[src/rtl/adder_bist_pkg.sv]
// Shared types and sizes for the 2-bit adder self-check controller.
`timescale 1ns/1ps
package adder_bist_pkg;

    typedef enum logic [2:0] {
        IDLE   = 3'd0,
        DRIVE  = 3'd1,
        SETTLE = 3'd2,
        CHECK  = 3'd3,
        DONE   = 3'd4
    } bist_state_t;

    localparam int VEC_COUNT = 16;
    localparam int VEC_IDX_W = 4;
    localparam int RES_W     = 3;

endpackage

[src/rtl/adder_bist_controller_golden.sv]
// Reference 2-bit adder: expected {co,s1,s0} for the operands encoded in vec_idx.
`timescale 1ns/1ps
module adder_golden_2bit
    import adder_bist_pkg::*;
(
    input  logic [VEC_IDX_W-1:0] vec_idx,
    output logic [RES_W-1:0]     sum
);

    assign sum = {1'b0, vec_idx[3:2]} + {1'b0, vec_idx[1:0]};

endmodule

[src/rtl/adder_bist_controller.sv]
// Sweeps all 16 operand pairs into a 2-bit adder and checks each result against a golden sum.
// Optional first-failure capture ports are built when ADDER_BIST_FIRST_FAIL_EN is defined.
//
// state  | meaning
// IDLE   | waiting for start; results of the last sweep held
// DRIVE  | operand registers load from vec_idx on exit
// SETTLE | operands held while the adder settles (SETTLE_CYCLES cycles)
// CHECK  | adder result compared with the golden sum
// DONE   | sweep over; done pulse, pass and cleared operands issued on exit
`timescale 1ns/1ps
module adder_bist_controller
    import adder_bist_pkg::*;
#(
    parameter int SETTLE_CYCLES = 1,
    parameter int ERR_CNT_W     = 5
) (
    input  logic                 clk,
    input  logic                 rst_n,
    input  logic                 start,
    output logic                 a0,
    output logic                 a1,
    output logic                 b0,
    output logic                 b1,
    input  logic                 s0,
    input  logic                 s1,
    input  logic                 co,
    output logic                 busy,
    output logic                 done,
    output logic                 pass,
    output logic [ERR_CNT_W-1:0] err_cnt,
    output logic [VEC_IDX_W-1:0] vec_idx
`ifdef ADDER_BIST_FIRST_FAIL_EN
    ,
    output logic [VEC_IDX_W-1:0] first_fail_vec,
    output logic [RES_W-1:0]     first_fail_got
`endif
);

    localparam int TMR_W = (SETTLE_CYCLES > 2) ? $clog2(SETTLE_CYCLES) : 1;
    localparam logic [TMR_W-1:0]     SETTLE_LOAD = TMR_W'(SETTLE_CYCLES - 1);
    localparam logic [VEC_IDX_W-1:0] LAST_VEC    = VEC_IDX_W'(VEC_COUNT - 1);

    bist_state_t        state, state_nxt;
    logic [TMR_W-1:0]   settle_tmr;
    logic [RES_W-1:0]   golden_sum;
    logic [RES_W-1:0]   result;
    logic               mismatch;
    logic               last_vec;
    logic               err_sat;

    adder_golden_2bit u_golden (
        .vec_idx (vec_idx),
        .sum     (golden_sum)
    );

    assign result   = {co, s1, s0};
    assign mismatch = (result != golden_sum);
    assign last_vec = (vec_idx == LAST_VEC);
    assign err_sat  = &err_cnt;

    always_ff @(posedge clk or negedge rst_n) begin
        if (!rst_n) begin
            state <= IDLE;
        end else begin
            state <= state_nxt;
        end
    end

    always_comb begin
        state_nxt = state;
        case (state)
            IDLE:    if (start) state_nxt = DRIVE;
            DRIVE:   state_nxt = SETTLE;
            SETTLE:  if (settle_tmr == '0) state_nxt = CHECK;
            CHECK:   state_nxt = last_vec ? DONE : DRIVE;
            DONE:    state_nxt = IDLE;
            default: state_nxt = IDLE;
        endcase
    end

`ifdef ADDER_BIST_FIRST_FAIL_EN
    logic first_fail_seen;
`endif

    always_ff @(posedge clk or negedge rst_n) begin
        if (!rst_n) begin
            {a1, a0, b1, b0} <= '0;
            settle_tmr       <= '0;
            busy             <= 1'b0;
            done             <= 1'b0;
            pass             <= 1'b0;
            err_cnt          <= '0;
            vec_idx          <= '0;
`ifdef ADDER_BIST_FIRST_FAIL_EN
            first_fail_seen  <= 1'b0;
            first_fail_vec   <= '0;
            first_fail_got   <= '0;
`endif
        end else begin
            done <= 1'b0;
            case (state)
                IDLE: begin
                    if (start) begin
                        vec_idx         <= '0;
                        err_cnt         <= '0;
                        pass            <= 1'b0;
                        busy            <= 1'b1;
`ifdef ADDER_BIST_FIRST_FAIL_EN
                        first_fail_seen <= 1'b0;
                        first_fail_vec  <= '0;
                        first_fail_got  <= '0;
`endif
                    end
                end
                DRIVE: begin
                    {a1, a0, b1, b0} <= vec_idx;
                    settle_tmr       <= SETTLE_LOAD;
                end
                SETTLE: begin
                    if (settle_tmr != '0) settle_tmr <= settle_tmr - 1'b1;
                end
                CHECK: begin
                    if (mismatch) begin
                        if (!err_sat) err_cnt <= err_cnt + 1'b1;
`ifdef ADDER_BIST_FIRST_FAIL_EN
                        if (!first_fail_seen) begin
                            first_fail_seen <= 1'b1;
                            first_fail_vec  <= vec_idx;
                            first_fail_got  <= result;
                        end
`endif
                    end
                    // index stops at the last vector; no wrap inside a sweep
                    if (!last_vec) vec_idx <= vec_idx + 1'b1;
                end
                DONE: begin
                    done             <= 1'b1;
                    pass             <= (err_cnt == '0);
                    busy             <= 1'b0;
                    {a1, a0, b1, b0} <= '0;
                end
                default: ;
            endcase
        end
    end

endmodule

[config.mk]
export PLATFORM = sky130hd
export DESIGN_NAME = adder_bist_controller
export DESIGN_NICKNAME = d
export VERILOG_FILES = /design/src/rtl/adder_bist_pkg.sv /design/src/rtl/adder_bist_controller_golden.sv /design/src/rtl/adder_bist_controller.sv
export SDC_FILE = /design/constraint.sdc
export NUM_CORES = 1
export LEC_CHECK = 0
export BUFFER_PORTS_ARGS = -buffer_cell sky130_fd_sc_hd__clkbuf_2
export CAP_MARGIN = 5
export CORE_ASPECT_RATIO = 1.1
export CORE_MARGIN = 1
export CORE_UTILIZATION = 35
export DETAILED_ROUTE_END_ITERATION = 16
export PLACE_DENSITY = 0.63
export SLEW_MARGIN = 20
export SYNTH_ARGS = -nofsm -noshare
export SYNTH_HDL_FRONTEND = slang
export SYNTH_HIERARCHICAL = 1
export SYNTH_SLANG_ARGS = --single-unit
[constraint.sdc]
create_clock -name clk -period 2.14 [get_ports clk]
set_input_delay 0.321 -clock clk [delete_from_list [all_inputs] [get_ports clk]]
set_output_delay 0.321 -clock clk [all_outputs]
set_load 0.005 [all_outputs]
==> results of run 1 <==
==> power by group through the flow <==
stage	clock network, uW	registers (uW)	logic, uW
2_1_floorplan	0	604	569
3_3_place_gp	0	607	835
3_5_place_dp	0	619	848
4_1_cts	193	611	856
5_1_grt	212	629	988
6_report	184	609	862
==> layer usage <==
layer  track usage  wire, um  share of wire  up-vias
met4        0.0220         0              0        0
met2         0.238      1020           0.47       22
met5             0         0              0        -
met3        0.0534       111          0.051        0
met1         0.201      1050           0.48      418
li1              -         -              -      434
==> layout make-up <==
cell class | instances | area, um^2
multi-input cells | 79 | 546
clock inverters | 1 | 5.00
well taps | 33 | 41.3
repair buffers | 28 | 160
flip-flops and latches | 19 | 475
clock buffers | 3 | 22.5
fillers | 272 | 1550
inverters | 8 | 30.0
==> layout by cell type (no fill, tap or decap), types with 2 or more instances in the layout <==
| master | count |
|---|---|
| xnor2_1 | 3 |
| o21ai_0 | 9 |
| nand2_1 | 14 |
| nand3_1 | 3 |
| a32o_1 | 2 |
| ha_1 | 5 |
| buf_4 | 6 |
| nor2b_1 | 6 |
| clkbuf_2 | 21 |
| clkbuf_4 | 3 |
| and3_1 | 2 |
| a21oi_1 | 5 |
| xor2_1 | 3 |
| dfrtp_1 | 19 |
| nor2_1 | 8 |
| inv_1 | 8 |
==> kinds of logic (layout without fill, tap and decap cells) <==
family                   Yosys count  after routing  synth area share
adder cells (fa/ha/maj)            6              6            0.0772
AND/OR/NAND/NOR                   45             45             0.250
XOR/XNOR                           6              6            0.0491
flip-flops                        19             19             0.444
multiplexers                       1              1           0.00936
AO/OA/AOI/OAI                     21             21             0.119
buffers and inverters             11             40            0.0503
==> stage by stage <==
stage / power [uW] / instance area, um^2 / setup slack (ns) / utilization / hold slack (ns)
after floorplan: 1170 / 1070 / 0.0837 / - / 0.0254
after global placement: 1440 / 1240 / 0.163 / 0.438 / 0.310
after detailed placement: 1470 / 1240 / 0.130 / 0.438 / 0.303
after CTS: 1660 / 1270 / 0.113 / 0.451 / 0.383
after global routing: 1830 / 1280 / 0.0175 / 0.453 / 0.386
final: 1660 / 1280 / 0.119 / 0.453 / 0.390
==> state kept, by name (all words and copies together) (netlist names) <==
| name | flops |
|---|---|
| busy | 1 |
| vec_idx | 4 |
| pass | 1 |
| state | 3 |
| err_cnt | 5 |
| b1 | 1 |
| b0 | 1 |
| a0 | 1 |
| done | 1 |
| a1 | 1 |
==> worst max-delay path: cells and delay by family, from the launching register on <==
kind | cells | cell delay, ns
AO/OA/AOI/OAI | 1 | 0.20
AND/OR/NAND/NOR | 4 | 0.89
flip-flops | 1 | 0.39
adder cells (fa/ha/maj) | 2 | 0.42
==> what timing repair did <==
item                                   CTS  global route
endpoints found under the hold margin   19             0
gates resized for setup                  0             1
hold buffers                             1             0
setup endpoints to repair                0             1
==> final timing paths <==
path                               to  slack, ns
setup / recovery           err_cnt[4]       0.12
hold / removal             vec_idx[3]       0.39
setup reg to reg           err_cnt[4]       0.12
hold reg to reg                  busy       0.49
max in group asynchronous  vec_idx[0]       1.31
min in group asynchronous          a0       0.49
==> flow_metrics.py, run 1 <==
metrics = {
    "timing": {
        "fmax_mhz": 495,
        "setup_viol": 0,
        "relSlewSlack": 0.676,
        "hold_viol_final": 0,
        "rsz0062_at_grt": "false",
        "finClkSkew_ns": 0.0142,
        "finalCritPeriodShare": 0.944,
        "worst_pin_slew_ns": 0.487,
        "fin_crit_ns": 2.02,
        "slew_viol_final": 0,
        "finalSetupTns_ns": 0,
    },
    "power": {
        "switching_power_uw": 704,
        "switching_share": 0.425,
        "power.share.clock": 0.111,
        "p_leak_uw": 0.000640,
        "combPwrFrac": 0.521,
        "p_seq_frac": 0.368,
        "peakVddDrop_uv": 565,
        "power_density_nw_per_um2": 1290,
        "p_int_uw": 952,
    },
    "clock_tree": {
        "clock_path_buffers": 2,
        "cts.reportedPaths.clkPinSlew_ns": 0.12,
        "cts_sinks": 19,
        "cts_buffers": 3,
        "insertion_delay_ns": 0.30,
        "cts_tree": "yes",
        "htreeDepth": 1,
        "cts-root-buf": "clkbuf_4",
        "post_cts.repair.setup_buffers": 0,
    },
    "drt": {
        "first_iter_violations": 23,
        "via_per_inst": 5.11,
        "vias": 874,
        "postRouteAntennaNets": 0,
        "drc": 0,
        "wire_per_inst_um": 12.7,
        "drt_wl_total_mm": 2.18,
        "drt_pass1_iterations": 5,
    },
    "synthesis": {
        "synthFlopType": "dfrtp_1",
        "synth-seq-area-share": 0.444,
        "postSynthCellCount": 109,
        "syn_area_um2": 1070,
        "synth_cell_types": 35,
        "syn-mean-instance-area_um2": 9.81,
        "yosys_warnings": 6,
        "synth_edf_count": 0,
        "ys_ff_latch": 19,
        "yosysMostFrequentCell": "dfrtp_1",
        "synthTopCellsByCount": "19 x dfrtp_1, 14 x nand2_1, 9 x o21ai_0",
        "synth_top_area_cell": "dfrtp_1",
        "yosys.area.top_type_share": 0.444,
        "syn_nets": 121,
        "synthTopCellsByArea": "dfrtp_1 44%, ha_1 5.8%, nand2_1 4.9%",
        "ys_async_sr_fraction": 1.00,
    },
    "worst_setup_path": {
        "required_ns": 2.33,
        "worstSetupEndpointType": "register",
        "path_cells": "ha_1 > and3_1 > ha_1 > and4bb_4 > nor2_2 > or2_1 > a32o_1",
        "critPathArrivalTime_ns": 2.21,
        "cp_slowest_stage_delay_ns": 0.39,
        "rr_startpoint": "err_cnt[0]",
        "path_class": "reg -> reg",
        "critPathMaxFanout": 6,
        "slowest_stage": "dfrtp_1",
        "worstRegToRegCells": 7,
        "crit_start": "err_cnt[0]",
        "worstSetupStartpointType": "register",
        "critPathMostFrequentCell": "ha_1",
    },
    "hold_path": {
        "min_delay_path_depth": 3,
        "hold_path_class": "in -> reg",
        "min-delay-start": "start",
    },
    "grt": {
        "gr-total-overflow": 0,
        "grt_pass1_vias": 786,
        "antenna_found_initial": 0,
        "grt_pass1_wl_mm": 3.48,
        "grt_max_degree": 20,
        "grt_util_all_layers": 0.151,
    },
    "die": {
        "core_um2": 2830,
        "pin_count": 22,
        "die_y_um": 60.0,
        "initial_utilization": 0.378,
        "row_count": 20,
        "die_area_um2": 3280,
        "die_w_um": 54.7,
    },
    "cells_and_area": {
        "layout.nets": 151,
        "antenna_cells": 0,
        "final_cells": 171,
        "syn_to_final_growth_pct": 19.6,
        "drive_gt1_frac": 0.283,
    },
    "placement": {
        "dpl.hpwl_mm": 1.66,
        "dp.cells": 166,
        "gp_congestion": 0.818,
        "io_buffers": 21,
    },
    "outcome": {
        "status": "finished clean",
    },
    "flow_run": {
        "max_cap_viol_count": 0,
    },
}
Power figures use the tool's default switching activity.
==> run 2: changes to the inputs <==
--- a/config.mk
+++ b/config.mk
@@ -7,7 +7,6 @@
 export LEC_CHECK = 0
 export BUFFER_PORTS_ARGS = -buffer_cell sky130_fd_sc_hd__clkbuf_2
 export CAP_MARGIN = 5
-export CORE_ASPECT_RATIO = 1.1
 export CORE_MARGIN = 1
 export CORE_UTILIZATION = 35
 export DETAILED_ROUTE_END_ITERATION = 16
==> run 2 against run 1 <==
Net effect: the run now ends with DRC left; sequential power fell by 0.7%; combinational power rose by 3.5%; final area rose by 0.39%; sequential cell count did not move; clock skew fell by 0.0083 ns; non-clock buffer count did not move; die area barely moved; routed wire length rose by 1.4%; sequential share of layout area fell by 0.14 points; total power rose by 1.9%; via count rose by 0.69%; critical endpoint is now err_cnt[1]; largest power group unchanged.
==> flow_metrics.py, run 2 (same netlist as run 1, synthesis figures left out) <==
metrics = {
    "worst_setup_path": {
        "path_class": "reg -> reg",
        "crit_start": "vec_idx[0]",
        "crit_family": "adder cells",
        "critPathArrivalTime_ns": 2.22,
        "critPathMaxFanout": 5,
        "r2r_end": "err_cnt[1]",
        "critPathMostFrequentCell": "inv_1",
        "cp.depth": 7,
        "worstSetupEndpointType": "register",
        "cp_slowest_stage_delay_ns": 0.48,
        "r2r_setup_slack_ns": 0.12,
        "rr_startpoint": "vec_idx[0]",
        "path_cells": "ha_1 > inv_1 > fa_1 > inv_1 > xor2_2 > or3_4 > a32o_1",
        "required_ns": 2.34,
        "crit_end": "err_cnt[1]",
        "slowest_stage": "fa_1",
        "worstSetupStartpointType": "register",
        "worstRegToRegCells": 7,
        "critPathBufInv": 2,
    },
    "die": {
        "core_um2": 2830,
        "initial_utilization": 0.378,
        "die_y_um": 57.3,
        "pin_count": 22,
        "row_count": 19,
        "die_w_um": 57.3,
        "die_area_um2": 3280,
    },
    "clock_tree": {
        "htreeDepth": 1,
        "cts-root-buf": "clkbuf_4",
        "cts_buffers": 3,
        "insertion_delay_ns": 0.30,
        "cts_tree": "yes",
        "clock_path_buffers": 2,
        "cts_sinks": 19,
        "cts.reportedPaths.clkPinSlew_ns": 0.11,
    },
    "timing": {
        "relSlewSlack": 0.669,
        "rsz0062_at_grt": "false",
        "fmax_mhz": 496,
        "worst_pin_slew_ns": 0.496,
        "finClkSkew_ns": 0.00591,
        "finalCritPeriodShare": 0.943,
        "setup_viol": 0,
        "slew_viol_final": 0,
        "fin_crit_ns": 2.02,
        "hold_viol_final": 0,
        "finalSetupTns_ns": 0,
    },
    "placement": {
        "dpl.hpwl_mm": 1.62,
        "place_area_um2": 1230,
        "io_buffers": 21,
        "gp_congestion": 0.817,
    },
    "cells_and_area": {
        "largest_register": "err_cnt",
        "layout.cells.most_common": "clkbuf_2",
        "final_area_um2": 1280,
        "largest_reg_flops": 5,
        "final_cell_mix": "21 x clkbuf_2, 19 x dfrtp_1, 14 x nand2_1",
        "fillerInstances": 285,
        "antenna_cells": 0,
        "drive_gt1_frac": 0.290,
        "regArea_um2": 475,
        "reg.largest.list": "err_cnt (5), vec_idx (4), state (3)",
        "syn_to_final_growth_pct": 20.1,
        "layout.nets": 151,
        "multi_input_area_um2": 553,
    },
    "drt": {
        "drt_wl_total_mm": 2.21,
        "first_iter_violations": 30,
        "drt_pass1_iterations": 10,
        "wire_per_inst_um": 13.1,
        "vias": 880,
        "postRouteAntennaNets": 0,
        "via_per_inst": 5.21,
        "drc": 2,
    },
    "grt": {
        "grt_pass1_vias": 860,
        "gr-total-overflow": 0,
        "grt_pass1_wl_mm": 3.75,
        "grt_max_degree": 20,
        "antenna_found_initial": 0,
        "grt_util_all_layers": 0.147,
    },
    "power": {
        "peakVddDrop_uv": 543,
        "power_density_nw_per_um2": 1310,
        "power_uw": 1690,
        "p_leak_uw": 0.000642,
    },
    "outcome": {
        "violations": "DRC",
        "status": "finished, violations left",
    },
    "hold_path": {
        "hold_path_class": "in -> reg",
    },
    "flow_run": {
        "max_cap_viol_count": 0,
    },
}
## run 2: final cells by class
cell class | instances | share of cell area
Sequential cell | 19 | 0.370
Clock buffer | 3 | 0.0175
Multi-Input combinational cell | 79 | 0.430
Tap cell | 31 | 0.0302
Timing Repair Buffer | 28 | 0.125
Clock inverter | 1 | 0.00389
Inverter | 8 | 0.0234
## run 2: worst register-to-register path: cells and delay by family (launching register included)
family,cells,cell delay [ns]
buffers and inverters,2,0.11
and+or+nand+nor,1,0.36
adders and majority gates,2,0.63
xor gates and xnor gates,1,0.18
AOI/OAI and AO/OA,1,0.27
DFF,1,0.37
## run 2: how the worst min path moves through the flow
stage               startpoint    endpoint  slack, ns  cells past startpoint
floorplan                rst_n          a0       0.03                      0
global placement         rst_n          b0       0.31                      1
detailed placement       rst_n          b0       0.31                      1
CTS                      start  vec_idx[3]       0.38                      3
global route             start  vec_idx[3]       0.38                      3
finish                   start  vec_idx[3]       0.40                      3
## run 2: timing repair
item	in CTS	in global routing
endpoints found under the setup margin	0	1
endpoints found under the hold margin	19	0
resized for setup	0	2
hold buffers	1	0
buffers inserted	0	0
## run 2: power breakdown
group / leakage (uW) / internal, uW / switching, uW
registers: 0.000241 / 474 / 130
logic: 0.000382 / 420 / 471
clock network: 0.0000177 / 69.7 / 122
## run 2: layer usage
layer	up-vias	routed length [um]	global-route usage
li1	432	-	-
met1	424	1040	0.195
met2	24	1070	0.252
met3	0	92	0.0408
met4	0	0	0.0105
met5	-	0	0
## run 2: per-stage QoR
step           std cells  worst slack, ns   util  hold slack, ns
2_1_floorplan        109           0.0837      -          0.0254
3_3_place_gp         164            0.157  0.437           0.307
3_5_place_dp         164           0.0888  0.437           0.311
4_1_cts              169           0.0966  0.450           0.382
5_1_grt              169           0.0392  0.454           0.379
6_report             169            0.123  0.454           0.398
